==> config.mk <==
export PLATFORM = sky130hd
export DESIGN_NAME = log_norm_flat
export DESIGN_NICKNAME = d
export VERILOG_FILES = /design/src/rtl/log_norm_pkg.sv /design/src/rtl/log_norm_if.sv /design/src/rtl/log_norm.sv /design/src/flat_wrapper.sv
export SDC_FILE = /design/constraint.sdc
export NUM_CORES = 1
export LEC_CHECK = 0
export BUFFER_PORTS_ARGS = -buffer_cell sky130_fd_sc_hd__buf_2
export CAP_MARGIN = 10
export CORE_UTILIZATION = 25
export CTS_CLUSTER_DIAMETER = 150
export CTS_CLUSTER_SIZE = 30
export DETAILED_ROUTE_END_ITERATION = 8
export SLEW_MARGIN = 10
export SYNTH_ARGS = -nofsm -noshare
export SYNTH_HDL_FRONTEND = slang
export SYNTH_SLANG_ARGS = --single-unit
export TNS_END_PERCENT = 5
==> constraint.sdc <==
create_clock -name clk -period 2.7 [get_ports clk]
set_clock_uncertainty 0.1 [all_clocks]
set_input_delay 0 -clock clk [delete_from_list [all_inputs] [get_ports clk]]
set_output_delay 0 -clock clk [all_outputs]
set_load 0.02 [all_outputs]
==> src/rtl/log_norm_pkg.sv <==
// Shared definitions for the log-compression path (package log_pkg).
// Holds the controller state encoding, the default magnitude width and the
// exponent-width helper that the downstream log stage also uses.
package log_pkg;

   localparam int DEFAULT_DATA_WIDTH = 16;

   typedef enum logic [1:0] {
      IDLE = 2'd0,
      SCAN = 2'd1,
      SEND = 2'd2
   } state_t;

   // Exponent width, which is also the number of binary-search steps.
   function automatic int shift_width(input int data_width);
      return $clog2(data_width);
   endfunction

endpackage

==> src/rtl/log_norm_if.sv <==
// Sample/result handshake bundle for log_norm.
// Optional macro LOG_NORM_ZERO_FLAG_EN adds the zero_out result flag.
//
// Handshake: a transfer happens on a rising edge where valid && ready are
// both high. The sender holds valid and its payload steady until that edge;
// the receiver may change ready freely. Payload is only meaningful while
// valid is high.
interface log_norm_if #(
   parameter int DATA_WIDTH  = log_pkg::DEFAULT_DATA_WIDTH,
   parameter int SHIFT_WIDTH = log_pkg::shift_width(DATA_WIDTH)
);
   logic                   in_valid;
   logic                   in_ready;
   logic [DATA_WIDTH-1:0]  data_in;
   logic                   out_valid;
   logic                   out_ready;
   logic [DATA_WIDTH-1:0]  norm_out;
   logic [SHIFT_WIDTH-1:0] shift_amt;
`ifdef LOG_NORM_ZERO_FLAG_EN
   logic                   zero_out;
`endif

   // Upstream producer / downstream consumer side.
   modport master (
      output in_valid,
      output data_in,
      output out_ready,
      input  in_ready,
      input  out_valid,
      input  norm_out,
`ifdef LOG_NORM_ZERO_FLAG_EN
      input  zero_out,
`endif
      input  shift_amt
   );

   // The normalizer itself.
   modport slave (
      input  in_valid,
      input  data_in,
      input  out_ready,
      output in_ready,
      output out_valid,
      output norm_out,
`ifdef LOG_NORM_ZERO_FLAG_EN
      output zero_out,
`endif
      output shift_amt
   );
endinterface

==> src/rtl/log_norm.sv <==
// log_norm: finds the leading one of an unsigned magnitude with an iterative
// binary search and returns the left-normalized mantissa plus floor(log2).
// One sample in flight; SHIFT_WIDTH search cycles per sample.
// Optional macro LOG_NORM_ZERO_FLAG_EN adds a registered zero_out flag.
module log_norm
   import log_pkg::*;
#(
   parameter int DATA_WIDTH  = DEFAULT_DATA_WIDTH,
   parameter int SHIFT_WIDTH = shift_width(DATA_WIDTH)
) (
   input  logic       clk,
   input  logic       reset,
   log_norm_if.slave  bus,
   output state_t     state
);

   state_t                 state_q;
   logic                   in_ready_q;
   logic                   out_valid_q;
   logic [DATA_WIDTH-1:0]  norm_q;
   logic [SHIFT_WIDTH-1:0] shift_q;
   logic [DATA_WIDTH-1:0]  work;
   logic [SHIFT_WIDTH-1:0] lzc;
   logic [SHIFT_WIDTH-1:0] step;
   logic                   zero;
`ifdef LOG_NORM_ZERO_FLAG_EN
   logic                   zero_out_q;
`endif

   logic [SHIFT_WIDTH-1:0] n_val;
   logic [DATA_WIDTH-1:0]  top_mask;
   logic                   top_zero;
   logic [DATA_WIDTH-1:0]  work_next;
   logic [SHIFT_WIDTH-1:0] lzc_next;

   // One search step: if the top 2^step bits are clear, shift them out.
   // n_val peaks at DATA_WIDTH/2, which still fits in SHIFT_WIDTH bits.
   always_comb begin
      n_val     = SHIFT_WIDTH'(1) << step;
      top_mask  = ~({DATA_WIDTH{1'b1}} >> n_val);
      top_zero  = ((work & top_mask) == '0);
      work_next = top_zero ? (work << n_val) : work;
      lzc_next  = top_zero ? (lzc + n_val) : lzc;
   end

   // Controller and datapath registers; every output is registered here.
   always_ff @(posedge clk or negedge reset) begin
      if (!reset) begin
         state_q     <= IDLE;
         in_ready_q  <= 1'b0;
         out_valid_q <= 1'b0;
         norm_q      <= '0;
         shift_q     <= '0;
         work        <= '0;
         lzc         <= '0;
         step        <= '0;
         zero        <= 1'b0;
`ifdef LOG_NORM_ZERO_FLAG_EN
         zero_out_q  <= 1'b0;
`endif
      end else begin
         case (state_q)
            IDLE: begin
               if (bus.in_valid && in_ready_q) begin
                  work       <= bus.data_in;
                  lzc        <= '0;
                  step       <= SHIFT_WIDTH'(SHIFT_WIDTH - 1);
                  zero       <= (bus.data_in == '0);
                  state_q    <= SCAN;
                  in_ready_q <= 1'b0;
               end else begin
                  in_ready_q <= 1'b1;
               end
            end
            SCAN: begin
               work       <= work_next;
               lzc        <= lzc_next;
               step       <= step - 1'b1;
               in_ready_q <= 1'b0;
               if (step == '0) begin
                  // A zero input leaves work_next at 0 anyway; only the
                  // exponent needs forcing.
                  state_q     <= SEND;
                  out_valid_q <= 1'b1;
                  norm_q      <= work_next;
                  shift_q     <= zero ? '0 : (SHIFT_WIDTH'(DATA_WIDTH - 1) - lzc_next);
`ifdef LOG_NORM_ZERO_FLAG_EN
                  zero_out_q  <= zero;
`endif
               end
            end
            SEND: begin
               if (bus.out_ready) begin
                  out_valid_q <= 1'b0;
                  state_q     <= IDLE;
                  in_ready_q  <= 1'b1;
               end
            end
            default: begin
               state_q     <= IDLE;
               in_ready_q  <= 1'b0;
               out_valid_q <= 1'b0;
            end
         endcase
      end
   end

   assign bus.in_ready  = in_ready_q;
   assign bus.out_valid = out_valid_q;
   assign bus.norm_out  = norm_q;
   assign bus.shift_amt = shift_q;
`ifdef LOG_NORM_ZERO_FLAG_EN
   assign bus.zero_out  = zero_out_q;
`endif
   assign state         = state_q;

endmodule

==> src/flat_wrapper.sv <==
// flat-port wrapper written by rule: the top's interface ports become plain ports
module log_norm_flat import log_pkg::*;
#(
   parameter int DATA_WIDTH  = DEFAULT_DATA_WIDTH,
   parameter int SHIFT_WIDTH = shift_width(DATA_WIDTH)
)
  (clk, reset, state, bus_in_valid, bus_data_in, bus_out_ready, bus_in_ready, bus_out_valid, bus_norm_out, bus_shift_amt);
  log_norm_if #(.DATA_WIDTH(DATA_WIDTH), .SHIFT_WIDTH(SHIFT_WIDTH)) bus_i ();
  input  logic clk;
  input  logic reset;
  output state_t state;
  input wire logic [$bits(bus_i.in_valid)-1:0] bus_in_valid;
  input wire logic [$bits(bus_i.data_in)-1:0] bus_data_in;
  input wire logic [$bits(bus_i.out_ready)-1:0] bus_out_ready;
  output wire logic [$bits(bus_i.in_ready)-1:0] bus_in_ready;
  output wire logic [$bits(bus_i.out_valid)-1:0] bus_out_valid;
  output wire logic [$bits(bus_i.norm_out)-1:0] bus_norm_out;
  output wire logic [$bits(bus_i.shift_amt)-1:0] bus_shift_amt;
  assign bus_i.in_valid = bus_in_valid;
  assign bus_i.data_in = bus_data_in;
  assign bus_i.out_ready = bus_out_ready;
  assign bus_in_ready = bus_i.in_ready;
  assign bus_out_valid = bus_i.out_valid;
  assign bus_norm_out = bus_i.norm_out;
  assign bus_shift_amt = bus_i.shift_amt;
  log_norm #(.DATA_WIDTH(DATA_WIDTH), .SHIFT_WIDTH(SHIFT_WIDTH)) u_core (.clk(clk), .reset(reset), .bus(bus_i), .state(state));
endmodule
# Yosys cells after proc, flatten, opt, wreduce, memory -nomap -nowiden
# Index checks and enable logic that the tools add are counted.
word_totals:
  output_inout_bits: 24
  word_cells: 53
  inputBits: 20
  regBits: 49
classes:
  bitwise: 3
  reduce_logical: 11
  mux: 19
  n_shift: 3
  add_sub_neg: 3
  eq_ne: 5
op_table:
  columns: ["cell", "count"]
  rows:
  - ["zero test 16 bit", 2]
  - ["two-way mux 16 bit", 2]
  - ["one-hot mux 16 bit (2 select lines)", 1]
  - ["AND 16 bit", 1]
  - ["two-way mux 4 bit", 4]
  - ["NOT 16 bit", 1]
  - ["one-hot mux 4 bit (2 select lines)", 2]
  - ["left shift 16 x 4 -> 16 bit", 1]
  - [">> shifter 16 x 4 -> 16 bit, first input constant", 1]
  - ["two-way mux 2 bit", 3]
  - ["one-hot mux 2 bit (3 select lines)", 1]
  - ["AND reduction 2 bit", 3]
  - ["AND reduction 3 bit", 2]
  - ["adder 4 bit", 1]
  - ["zero test 4 bit", 1]
  - ["two-way mux 1 bit", 4]
  - ["!= test 2 x 1 -> 1 bit, second input constant", 2]
  - ["left shift 1 x 4 -> 4 bit, first input constant", 1]
  - ["subtractor 4 x 1 -> 4 bit, second input constant", 1]
  - ["subtractor 4 bit, first input constant", 1]
  - ["one-hot mux 1 bit (3 select lines)", 1]
  - ["equality test 2 x 1 -> 1 bit, second input constant", 1]
  - ["equality test 2 bit, second input constant", 1]
  - ["zero test 2 bit", 1]
  - ["other kinds (5)", 5]

# Logic depth before layout (Yosys ltp)
# Gate-level depths: netlist of run 1.
depth:
  ltp_word: 8
  depth_mapped: 11
  mapped_depth_nobuf: 9

# Least setup slack after synthesis of run 1
# No wires, ideal clock.
synth_timing:
  path_kind: "register to register"
  start: "reg u_core.step[0]"
  end: "reg u_core.shift_q[3] (netlist: u_core.bus.shift_amt[3])"
  stages_incl_launch_ff: 11
  period_less_slack_ps: 2815
  setup_slack_ps: -115
  required_time_ps: 2479
  n_path_buf: 2
  setup_ps: 121
  arrival_ps: 2594
  path_cell_list: "dfrtp_1 -> clkbuf_1 -> clkbuf_1 -> inv_1 -> nor3_1 -> ha_1 -> a21o_1 -> a2111oi_0 -> o2bb2ai_1 -> xnor2_1 -> a22o_1"
synth_via:
  elab_chain_len: 8
  word_cells_on_any_way: 11
  cone_classes: "add/sub: 2; shift: 2; mux: 2; bitwise: 2; reduce/logical: 3"
synth_rtl:
  columns: ["element", "line_no", "source"]
  rows:
  - ["start: declaration", "log_norm.sv:24", "logic [SHIFT_WIDTH-1:0] step;"]
  - ["start signal: assignment", "log_norm.sv:67", "step <= SHIFT_WIDTH'(SHIFT_WIDTH - 1);"]
  - ["start signal: assignment", "log_norm.sv:78", "step <= step - 1'b1;"]
  - ["left shift 1 x 4 -> 4 bit", "log_norm.sv:39", "n_val = SHIFT_WIDTH'(1) << step;"]
  - [">> shifter 16 x 4 -> 16 bit", "log_norm.sv:40", "top_mask = ~({DATA_WIDTH{1'b1}} >> n_val);"]
  - ["NOT 16 bit", "log_norm.sv:40", null]
  - ["AND 16 bit", "log_norm.sv:41", "top_zero = ((work & top_mask) == '0);"]
  - ["zero test 16 bit", "log_norm.sv:41", null]
  - ["two-way mux 4 bit", "log_norm.sv:43", "lzc_next = top_zero ? (lzc + n_val) : lzc;"]
  - ["subtractor 4 bit", "log_norm.sv:86", "shift_q <= zero ? '0 : (SHIFT_WIDTH'(DATA_WIDTH - 1) - lzc_next);"]
  - ["two-way mux 4 bit", "log_norm.sv:86", null]
  - ["end signal: assignment", "log_norm.sv:86", null]
  - ["end: declaration", "log_norm.sv:21", "logic [SHIFT_WIDTH-1:0] shift_q;"]
# Several ways; a longest one is shown, not always the timed one.
# A chain may end at the register's enable or synchronous reset.

# Final worst setup path of run 1
layout_timing:
  start: "reg u_core.step[3]"
  end: "reg u_core.shift_q[3] (netlist: u_core.bus.shift_amt[3])"
# Same word-level chain as after synthesis.

==> results of run 1 <==
-- metrics by stage --
step           setup slack, ns  instances  utilization
2_1_floorplan           0.0370        294            -
3_3_place_gp             0.117        476        0.303
3_5_place_dp             0.132        476        0.303
4_1_cts                  0.106        503        0.333
5_1_grt                 0.0357        504        0.335
6_report                 0.155        504        0.335
-- sequential cells by signal (all words and copies together) (netlist names) --
signal	cells
u_core.bus.out_valid	1
u_core.bus.shift_amt	4
u_core.bus.in_ready	1
u_core.zero	1
u_core.step	4
u_core.work	16
u_core.state	2
u_core.bus.norm_out	16
u_core.lzc	4
-- routing by layer --
metal  global-route usage  vias to the layer above
li1                     -                     1221
met1                0.187                     1240
met2                0.245                       56
met3               0.0243                       11
met4               0.0619                        0
met5                    0                        -
-- layout make-up --
cell class,instances,area [um2],share of cell area
Clock buffer,6,129,0.0348
Clock inverter,2,10.0,0.00271
Inverter,6,22.5,0.00609
Multi-Input combinational cell,219,1580,0.427
Sequential cell,49,1230,0.331
Tap cell,140,175,0.0473
Timing Repair Buffer,82,556,0.150
-- final timing paths --
check                                               end  slack, ns  cells after the start
worst max-delay path            u_core.bus.shift_amt[3]       0.16                      8
worst min-delay path             u_core.bus.norm_out[3]       0.14                      2
worst max register to register  u_core.bus.shift_amt[3]       0.16                      8
worst min register to register   u_core.bus.norm_out[1]       0.37                      2
max in group asynchronous                   u_core.zero       1.74                      3
min in group clk                 u_core.bus.norm_out[1]       0.37                      2
-- synthesized netlist by cell type, types with 3 or more instances --
| master | number |
|---|---|
| nor2b_1 | 6 |
| ha_1 | 5 |
| o211ai_1 | 4 |
| mux4_2 | 8 |
| o21a_1 | 5 |
| clkbuf_1 | 14 |
| nor4_1 | 5 |
| dfrtp_1 | 49 |
| o311ai_1 | 7 |
| buf_2 | 4 |
| a21oi_1 | 10 |
| inv_1 | 6 |
| o21ai_1 | 10 |
| a2bb2oi_1 | 6 |
| nor2_1 | 26 |
| nand3b_1 | 4 |
| o31ai_1 | 3 |
| a22o_1 | 5 |
| o21ai_0 | 12 |
| nor3_1 | 5 |
| nand2_1 | 40 |
| or3_1 | 7 |
| mux2i_1 | 15 |
| a221o_1 | 5 |
-- power by group through the flow --
stage                     Combinational, mW  Clock [mW]  Sequential [mW]
final                                  2.88       0.614             1.44
after detailed placement               2.84           0             1.45
after CTS                              2.87       0.630             1.44
after floorplan                        1.89           0             1.50
after global placement                 2.79           0             1.43
after global routing                   3.18       0.657             1.50
-- critical path, stage by stage (launching register included) --
cell,delay (ns)
dfrtp_1,0.41
or2_2,0.33
buf_4,0.21
nor3_1,0.19
ha_1,0.31
a2111oi_1,0.35
o2bb2ai_1,0.23
xnor2_1,0.11
a22o_1,0.18
-- kinds of logic (layout without fill, tap and decap cells) --
group	Yosys count	in the layout
multiplexers	24	24
AND/OR/NAND/NOR	106	106
buffers and inverters	26	96
adder cells (fa/ha/maj)	6	6
AO/OA/AOI/OAI	79	79
XOR/XNOR	4	4
flip-flops	49	49
-- repair_timing --
action,4_1_cts,5_1_grt
buffers inserted,0,1
gates resized for setup,0,5
setup endpoints to repair,0,1
hold buffers,19,0
hold endpoints to repair,42,0
==> flow_summary.html, run 1 <==
<table>
<tr><th>Metric</th><th>Value</th></tr>
<tr><th colspan="2">Yosys</th></tr>
<tr><td>Fraction of synthesized area in multiplexers</td><td>0.119</td></tr>
<tr><td>Top area cells in the synthesized netlist</td><td>dfrtp_1 43%, mux4_2 6.3%, mux2i_1 5.2%</td></tr>
<tr><td>Main synth FF type</td><td>dfrtp_1</td></tr>
<tr><td>Synthesized net count</td><td>320</td></tr>
<tr><td>Cell area after technology mapping</td><td>2880 um2</td></tr>
<tr><td>Number of enable-type register cells in the synthesized netlist</td><td>0</td></tr>
<tr><td>Number of synthesized register bits</td><td>49</td></tr>
<tr><td>Compound-gate portion of the synthesized area</td><td>0.201</td></tr>
<tr><td>Share of synthesized flip-flops with an asynchronous set or reset</td><td>1.00</td></tr>
<tr><td>Post-Synth Simple-Gate Area</td><td>0.178</td></tr>
<tr><td>Top cell type's share of synthesized area</td><td>0.426</td></tr>
<tr><td>Area share of xor/xnor cells in the synthesized design</td><td>0.0122</td></tr>
<tr><td>Post-synthesis area per instance</td><td>9.80 um2</td></tr>
<tr><td>Largest family of logic cells by synthesized area</td><td>compound AO/OA/AOI/OAI gates</td></tr>
<tr><td>Number of warnings printed during yosys synthesis</td><td>0</td></tr>
<tr><td>Largest area contributor in the netlist</td><td>dfrtp_1</td></tr>
<tr><td>Adder-cell area share of the yosys netlist</td><td>0.0287</td></tr>
<tr><td>Sequential share of the synthesized area</td><td>0.426</td></tr>
<tr><td>Number of cells produced by synthesis</td><td>294</td></tr>
<tr><td>Distinct cells, synth</td><td>50</td></tr>
<tr><th colspan="2">Outcome</th></tr>
<tr><td>Result of the run</td><td>completed</td></tr>
<tr><th colspan="2">Global route</th></tr>
<tr><td>Remaining global-route overflow</td><td>0</td></tr>
<tr><td>Vias in the first global route</td><td>2580</td></tr>
<tr><td>Total routing resource utilization after global routing</td><td>0.146</td></tr>
<tr><td>Pin count of the biggest net entering global routing</td><td>26</td></tr>
<tr><td>First-pass GRT wire length</td><td>13.2 mm</td></tr>
<tr><td>Initial antenna violation count</td><td>0</td></tr>
<tr><th colspan="2">Power and ir drop</th></tr>
<tr><td>Internal Dissipation</td><td>2.69 mW</td></tr>
<tr><td>Switching power of the nets</td><td>2.25 mW</td></tr>
<tr><td>Power share of the combinational group</td><td>0.583</td></tr>
<tr><td>Pwr dens</td><td>1330 nW/um2</td></tr>
<tr><td>Leakage</td><td>1.62 nW</td></tr>
<tr><td>Switching part of the total</td><td>0.455</td></tr>
<tr><td>Share of power burned in registers</td><td>0.293</td></tr>
<tr><td>Overall power after layout</td><td>4.94 mW</td></tr>
<tr><td>Clock group share of total power</td><td>0.124</td></tr>
<tr><td>IR drop worst, VDD</td><td>0.000537 V</td></tr>
<tr><th colspan="2">Critical path</th></tr>
<tr><td>Nature of the critical path endpoint</td><td>flip-flop</td></tr>
<tr><td>Required time reported for the critical path endpoint</td><td>2.78 ns</td></tr>
<tr><td>Largest fanout of any net on the critical path</td><td>17</td></tr>
<tr><td>RR Startpoint</td><td>u_core.step[3]</td></tr>
<tr><td>Category of the worst setup path launch point</td><td>flip-flop</td></tr>
<tr><td>Crit path DAT</td><td>2.62 ns</td></tr>
<tr><td>Kind of critical path</td><td>reg -&gt; reg</td></tr>
<tr><td>Launch point of the critical path</td><td>u_core.step[3]</td></tr>
<tr><th colspan="2">CTS</th></tr>
<tr><td>Maximum number of buffers from clock root to sink</td><td>2</td></tr>
<tr><td>Latest clock arrival within the worst-skew pair</td><td>0.29 ns</td></tr>
<tr><td>Total number of clock tree sinks</td><td>49</td></tr>
<tr><td>Total clock buffers created by CTS</td><td>5</td></tr>
<tr><td>TritonCTS clock tree</td><td>built</td></tr>
<tr><td>Number of levels in the clock H-tree</td><td>2</td></tr>
<tr><td>CTS Root Cell</td><td>clkbuf_16</td></tr>
<tr><td>Clock-pin slew reported for the worst setup and hold paths after clock tree synthesis</td><td>0.07 ns</td></tr>
<tr><th colspan="2">Drt</th></tr>
<tr><td>WL met2</td><td>3.96 mm</td></tr>
<tr><td>First drt pass iteration count</td><td>4</td></tr>
<tr><td>Wire length per cell after detailed routing</td><td>15.9 um</td></tr>
<tr><td>Post-DRT Antenna Nets</td><td>0</td></tr>
<tr><td>Routed WL</td><td>8.02 mm</td></tr>
<tr><td>Metal-1 WL</td><td>3.57 mm</td></tr>
<tr><td>DRC viols</td><td>0</td></tr>
<tr><td>Uppermost layer routed</td><td>met4</td></tr>
<tr><td>DRC marker count from the first detailed-route iteration</td><td>150</td></tr>
<tr><td>Via total after detailed routing</td><td>2528</td></tr>
<tr><td>Routed met3 length</td><td>341 um</td></tr>
<tr><td>Via density per instance</td><td>5.02</td></tr>
<tr><th colspan="2">Finish</th></tr>
<tr><td>Layout cell share with drive strength beyond 1</td><td>0.250</td></tr>
<tr><td>Number of inserted diodes</td><td>0</td></tr>
<tr><td>Relative area change from synthesis to final layout</td><td>28.4%</td></tr>
<tr><td>Filler cell count</td><td>1156</td></tr>
<tr><td>Most used cells in the layout excluding fill and tap cells</td><td>49 x dfrtp_1, 43 x buf_2, 40 x nand2_1</td></tr>
<tr><td>Final non-filler cell area</td><td>3700 um2</td></tr>
<tr><td>Net count of the finished layout</td><td>389</td></tr>
<tr><td>Most frequent standard cell in the layout excluding fill and tap cells</td><td>dfrtp_1</td></tr>
<tr><th colspan="2">Placed design</th></tr>
<tr><td>RePlAce Congestion</td><td>0.893</td></tr>
<tr><td>Total half-perimeter wirelength after legalization and detailed placement</td><td>5.88 mm</td></tr>
<tr><td>Number of port buffers</td><td>43</td></tr>
<tr><td>Post-placement cell area</td><td>3340 um2</td></tr>
<tr><th colspan="2">STA</th></tr>
<tr><td>Worst-case hold slack</td><td>0.141 ns</td></tr>
<tr><td>Hold Violations, Final</td><td>0</td></tr>
<tr><td>Final setup violation count</td><td>0</td></tr>
<tr><td>Post-layout minimum cycle time</td><td>2.54 ns</td></tr>
<tr><td>Setup repair after global routing missed its margin</td><td>no</td></tr>
<tr><td>Worst relative slew slack</td><td>0.495</td></tr>
<tr><td>Final setup TNS</td><td>0 ns</td></tr>
<tr><td>Highest clock frequency the design can meet</td><td>393 MHz</td></tr>
<tr><td>Tcrit/Tclk final</td><td>0.943</td></tr>
<tr><td>Transition at the pin with the smallest max-transition slack</td><td>0.756 ns</td></tr>
<tr><td>Max Slew Vio Count</td><td>0</td></tr>
<tr><th colspan="2">Run</th></tr>
<tr><td>Number of violations of the max-capacitance limit</td><td>0</td></tr>
<tr><th colspan="2">Die</th></tr>
<tr><td>Die Outline Area</td><td>12000 um2</td></tr>
<tr><td>Area of the core region</td><td>11000 um2</td></tr>
<tr><td>I/O pin cnt</td><td>44</td></tr>
<tr><td>Initial core utilization</td><td>0.261</td></tr>
<tr><td>Cell row count</td><td>38</td></tr>
<tr><td>Horizontal extent of the die</td><td>109 um</td></tr>
<tr><td>Vertical extent of the die</td><td>109 um</td></tr>
<tr><th colspan="2">Min path</th></tr>
<tr><td>Path category of the worst min-delay check</td><td>in -&gt; async</td></tr>
</table>
No activity file was read; power rests on OpenSTA's default activity.
==> run 2, diff against run 1 <==
==> constraint.sdc (replaced) <==
create_clock -name clk -period 2.9 [get_ports clk]
set_clock_uncertainty 0.1 [all_clocks]
set_input_delay 0 -clock clk [delete_from_list [all_inputs] [get_ports clk]]
set_output_delay 0 -clock clk [all_outputs]
set_load 0.02 [all_outputs]
==> run 2 against run 1 <==
Effect of this change: largest cell class unchanged; hold slack gained 0.023 ns; sequential share of layout area is 0.25 points higher; largest power group unchanged; fmax decreased by 3.5%; global-route usage about the same; register-to-register slack better by 0.11 ns; non-clock buffer count shrank 5; count of clock-buffer cells in the layout rose by 1; final cell count down 0.99%; die area did not move; total power shrank 6.2%; core utilization decreased by 0.25 points; critical path depth stayed put.
==> flow_summary.html, run 2 (synthesized netlist as in run 1, its figures left out) <==
<table>
<tr><th>Metric</th><th>Value</th></tr>
<tr><th colspan="2">Placed design</th></tr>
<tr><td>RePlAce Congestion</td><td>0.847</td></tr>
<tr><td>Number of port buffers</td><td>43</td></tr>
<tr><td>Worst slack at placement</td><td>0.271 ns</td></tr>
<tr><td>Post-placement cell area</td><td>3310 um2</td></tr>
<tr><td>Total half-perimeter wirelength after legalization and detailed placement</td><td>5.81 mm</td></tr>
<tr><th colspan="2">Power and ir drop</th></tr>
<tr><td>IR drop worst, VDD</td><td>0.000437 V</td></tr>
<tr><td>Leakage</td><td>1.61 nW</td></tr>
<tr><td>Pwr dens</td><td>1260 nW/um2</td></tr>
<tr><td>Overall power after layout</td><td>4.63 mW</td></tr>
<tr><th colspan="2">STA</th></tr>
<tr><td>Setup repair after global routing missed its margin</td><td>no</td></tr>
<tr><td>Final setup TNS</td><td>0 ns</td></tr>
<tr><td>Hold Violations, Final</td><td>0</td></tr>
<tr><td>Highest clock frequency the design can meet</td><td>379 MHz</td></tr>
<tr><td>Setup ws final</td><td>0.264 ns</td></tr>
<tr><td>Final setup violation count</td><td>0</td></tr>
<tr><td>Post-layout minimum cycle time</td><td>2.64 ns</td></tr>
<tr><td>Tcrit/Tclk final</td><td>0.909</td></tr>
<tr><td>Max Slew Vio Count</td><td>0</td></tr>
<tr><td>Worst relative slew slack</td><td>0.344</td></tr>
<tr><td>Transition at the pin with the smallest max-transition slack</td><td>0.983 ns</td></tr>
<tr><th colspan="2">Finish</th></tr>
<tr><td>Most frequent standard cell in the layout excluding fill and tap cells</td><td>dfrtp_1</td></tr>
<tr><td>Number of inserted diodes</td><td>0</td></tr>
<tr><td>Layout Utilization</td><td>0.333</td></tr>
<tr><td>Final non-filler cell area</td><td>3670 um2</td></tr>
<tr><td>Layout cell share with drive strength beyond 1</td><td>0.226</td></tr>
<tr><td>Net count of the finished layout</td><td>384</td></tr>
<tr><td>Filler cell count</td><td>1165</td></tr>
<tr><td>Relative area change from synthesis to final layout</td><td>27.4%</td></tr>
<tr><td>Most used cells in the layout excluding fill and tap cells</td><td>49 x dfrtp_1, 43 x buf_2, 40 x nand2_1</td></tr>
<tr><th colspan="2">CTS</th></tr>
<tr><td>CTS Root Cell</td><td>clkbuf_16</td></tr>
<tr><td>Post-CTS setup-driven buffer insertion count</td><td>0</td></tr>
<tr><td>Total clock buffers created by CTS</td><td>5</td></tr>
<tr><td>Number of levels in the clock H-tree</td><td>2</td></tr>
<tr><td>Maximum number of buffers from clock root to sink</td><td>2</td></tr>
<tr><td>Latest clock arrival within the worst-skew pair</td><td>0.29 ns</td></tr>
<tr><td>Post-CTS resize count</td><td>0</td></tr>
<tr><td>Post-CTS Hold Fix Bufs</td><td>19</td></tr>
<tr><td>Total number of clock tree sinks</td><td>49</td></tr>
<tr><td>Clock-pin slew reported for the worst setup and hold paths after clock tree synthesis</td><td>0.07 ns</td></tr>
<tr><td>TritonCTS clock tree</td><td>built</td></tr>
<tr><th colspan="2">Outcome</th></tr>
<tr><td>Result of the run</td><td>completed</td></tr>
<tr><th colspan="2">Min path</th></tr>
<tr><td>Path category of the worst min-delay check</td><td>in -&gt; async</td></tr>
<tr><th colspan="2">Drt</th></tr>
<tr><td>Post-DRT Antenna Nets</td><td>0</td></tr>
<tr><td>DRC marker count from the first detailed-route iteration</td><td>139</td></tr>
<tr><td>First drt pass iteration count</td><td>4</td></tr>
<tr><td>Wire length per cell after detailed routing</td><td>16.1 um</td></tr>
<tr><td>Routed WL</td><td>8.02 mm</td></tr>
<tr><td>Via total after detailed routing</td><td>2543</td></tr>
<tr><td>DRC viols</td><td>0</td></tr>
<tr><td>Via density per instance</td><td>5.10</td></tr>
<tr><th colspan="2">Die</th></tr>
<tr><td>Die Outline Area</td><td>12000 um2</td></tr>
<tr><td>I/O pin cnt</td><td>44</td></tr>
<tr><td>Area of the core region</td><td>11000 um2</td></tr>
<tr><td>Horizontal extent of the die</td><td>109 um</td></tr>
<tr><td>Cell row count</td><td>38</td></tr>
<tr><td>Initial core utilization</td><td>0.261</td></tr>
<tr><td>Vertical extent of the die</td><td>109 um</td></tr>
<tr><th colspan="2">Critical path</th></tr>
<tr><td>Kind of critical path</td><td>reg -&gt; reg</td></tr>
<tr><td>Crit path DAT</td><td>2.72 ns</td></tr>
<tr><td>Slowest stage cell on the critical path</td><td>a2111oi_0</td></tr>
<tr><td>Required time reported for the critical path endpoint</td><td>2.98 ns</td></tr>
<tr><td>Category of the worst setup path launch point</td><td>flip-flop</td></tr>
<tr><td>Crit path buffers/inverters</td><td>0</td></tr>
<tr><td>Largest fanout of any net on the critical path</td><td>4</td></tr>
<tr><td>Chain of cells forming the critical path</td><td>or2_2, nor3_1, ha_1, a21o_1, a2111oi_0, o2bb2ai_1, xnor2_1, a22o_1</td></tr>
<tr><td>Cell family with the largest share of critical-path delay</td><td>compound AO/OA/AOI/OAI gates</td></tr>
<tr><td>Nature of the critical path endpoint</td><td>flip-flop</td></tr>
<tr><td>Largest stage delay on the critical path</td><td>0.47 ns</td></tr>
<tr><th colspan="2">Global route</th></tr>
<tr><td>Vias in the first global route</td><td>2533</td></tr>
<tr><td>Initial antenna violation count</td><td>0</td></tr>
<tr><td>Pin count of the biggest net entering global routing</td><td>26</td></tr>
<tr><td>First-pass GRT wire length</td><td>13.2 mm</td></tr>
<tr><td>Remaining global-route overflow</td><td>0</td></tr>
<tr><td>Total routing resource utilization after global routing</td><td>0.146</td></tr>
<tr><th colspan="2">Run</th></tr>
<tr><td>Number of violations of the max-capacitance limit</td><td>0</td></tr>
</table>
run 2: cell types whose count changed in the layout (fill, tap and decap cells not counted), sizes merged:
cell,change
buf,-5
clkbuf,+1
bufinv,+1
clkinv,-2
run 2: final timing paths:
path | start | to | slack [ns] | cells past startpoint
worst max-delay path | u_core.step[3] | u_core.bus.shift_amt[3] | 0.26 | 8
worst max register to register | u_core.step[3] | u_core.bus.shift_amt[3] | 0.26 | 8
worst min register to register | u_core.bus.norm_out[15] | u_core.bus.norm_out[15] | 0.37 | 2
max in group asynchronous | reset | u_core.work[5] | 1.76 | 3
worst min-delay path | reset | u_core.work[13] | 0.16 | 2
min in group clk | u_core.bus.norm_out[15] | u_core.bus.norm_out[15] | 0.37 | 2
run 2: where the power goes:
group | leakage [nW] | switching, mW | internal (mW)
combinational | 0.909 | 1.45 | 1.15
sequential | 0.618 | 0.351 | 0.986
clock | 0.0841 | 0.256 | 0.431
run 2: worst reg2reg max path, stage by stage (launching register included):
cell	delay, ns
dfrtp_1	0.41
or2_2	0.32
nor3_1	0.21
ha_1	0.28
a21o_1	0.19
a2111oi_0	0.47
o2bb2ai_1	0.25
xnor2_1	0.11
a22o_1	0.18
run 2: cell type report:
type | count | area (um2) | share of cell area
Multi-Input combinational cell | 219 | 1560 | 0.424
Inverter | 6 | 22.5 | 0.00613
Tap cell | 140 | 175 | 0.0477
Clock buffer | 7 | 143 | 0.0388
Sequential cell | 49 | 1230 | 0.334
Timing Repair Buffer | 77 | 518 | 0.141
Clock inverter | 1 | 30.0 | 0.00818
run 2: layer usage:
layer / wire, um / global-route usage
met3: 419 / 0.0362
met4: 116 / 0.0400
met1: 3590 / 0.188
met2: 3900 / 0.244
met5: 0 / 0
run 2: through the flow:
| step | hold slack [ns] | std cells |
|---|---|---|
| 3_5_place_dp | -0.0414 | 472 |
| 2_1_floorplan | -0.396 | 294 |
| 5_1_grt | 0.233 | 499 |
| 4_1_cts | 0.190 | 499 |
| 3_3_place_gp | -0.0478 | 472 |
| 6_report | 0.164 | 499 |
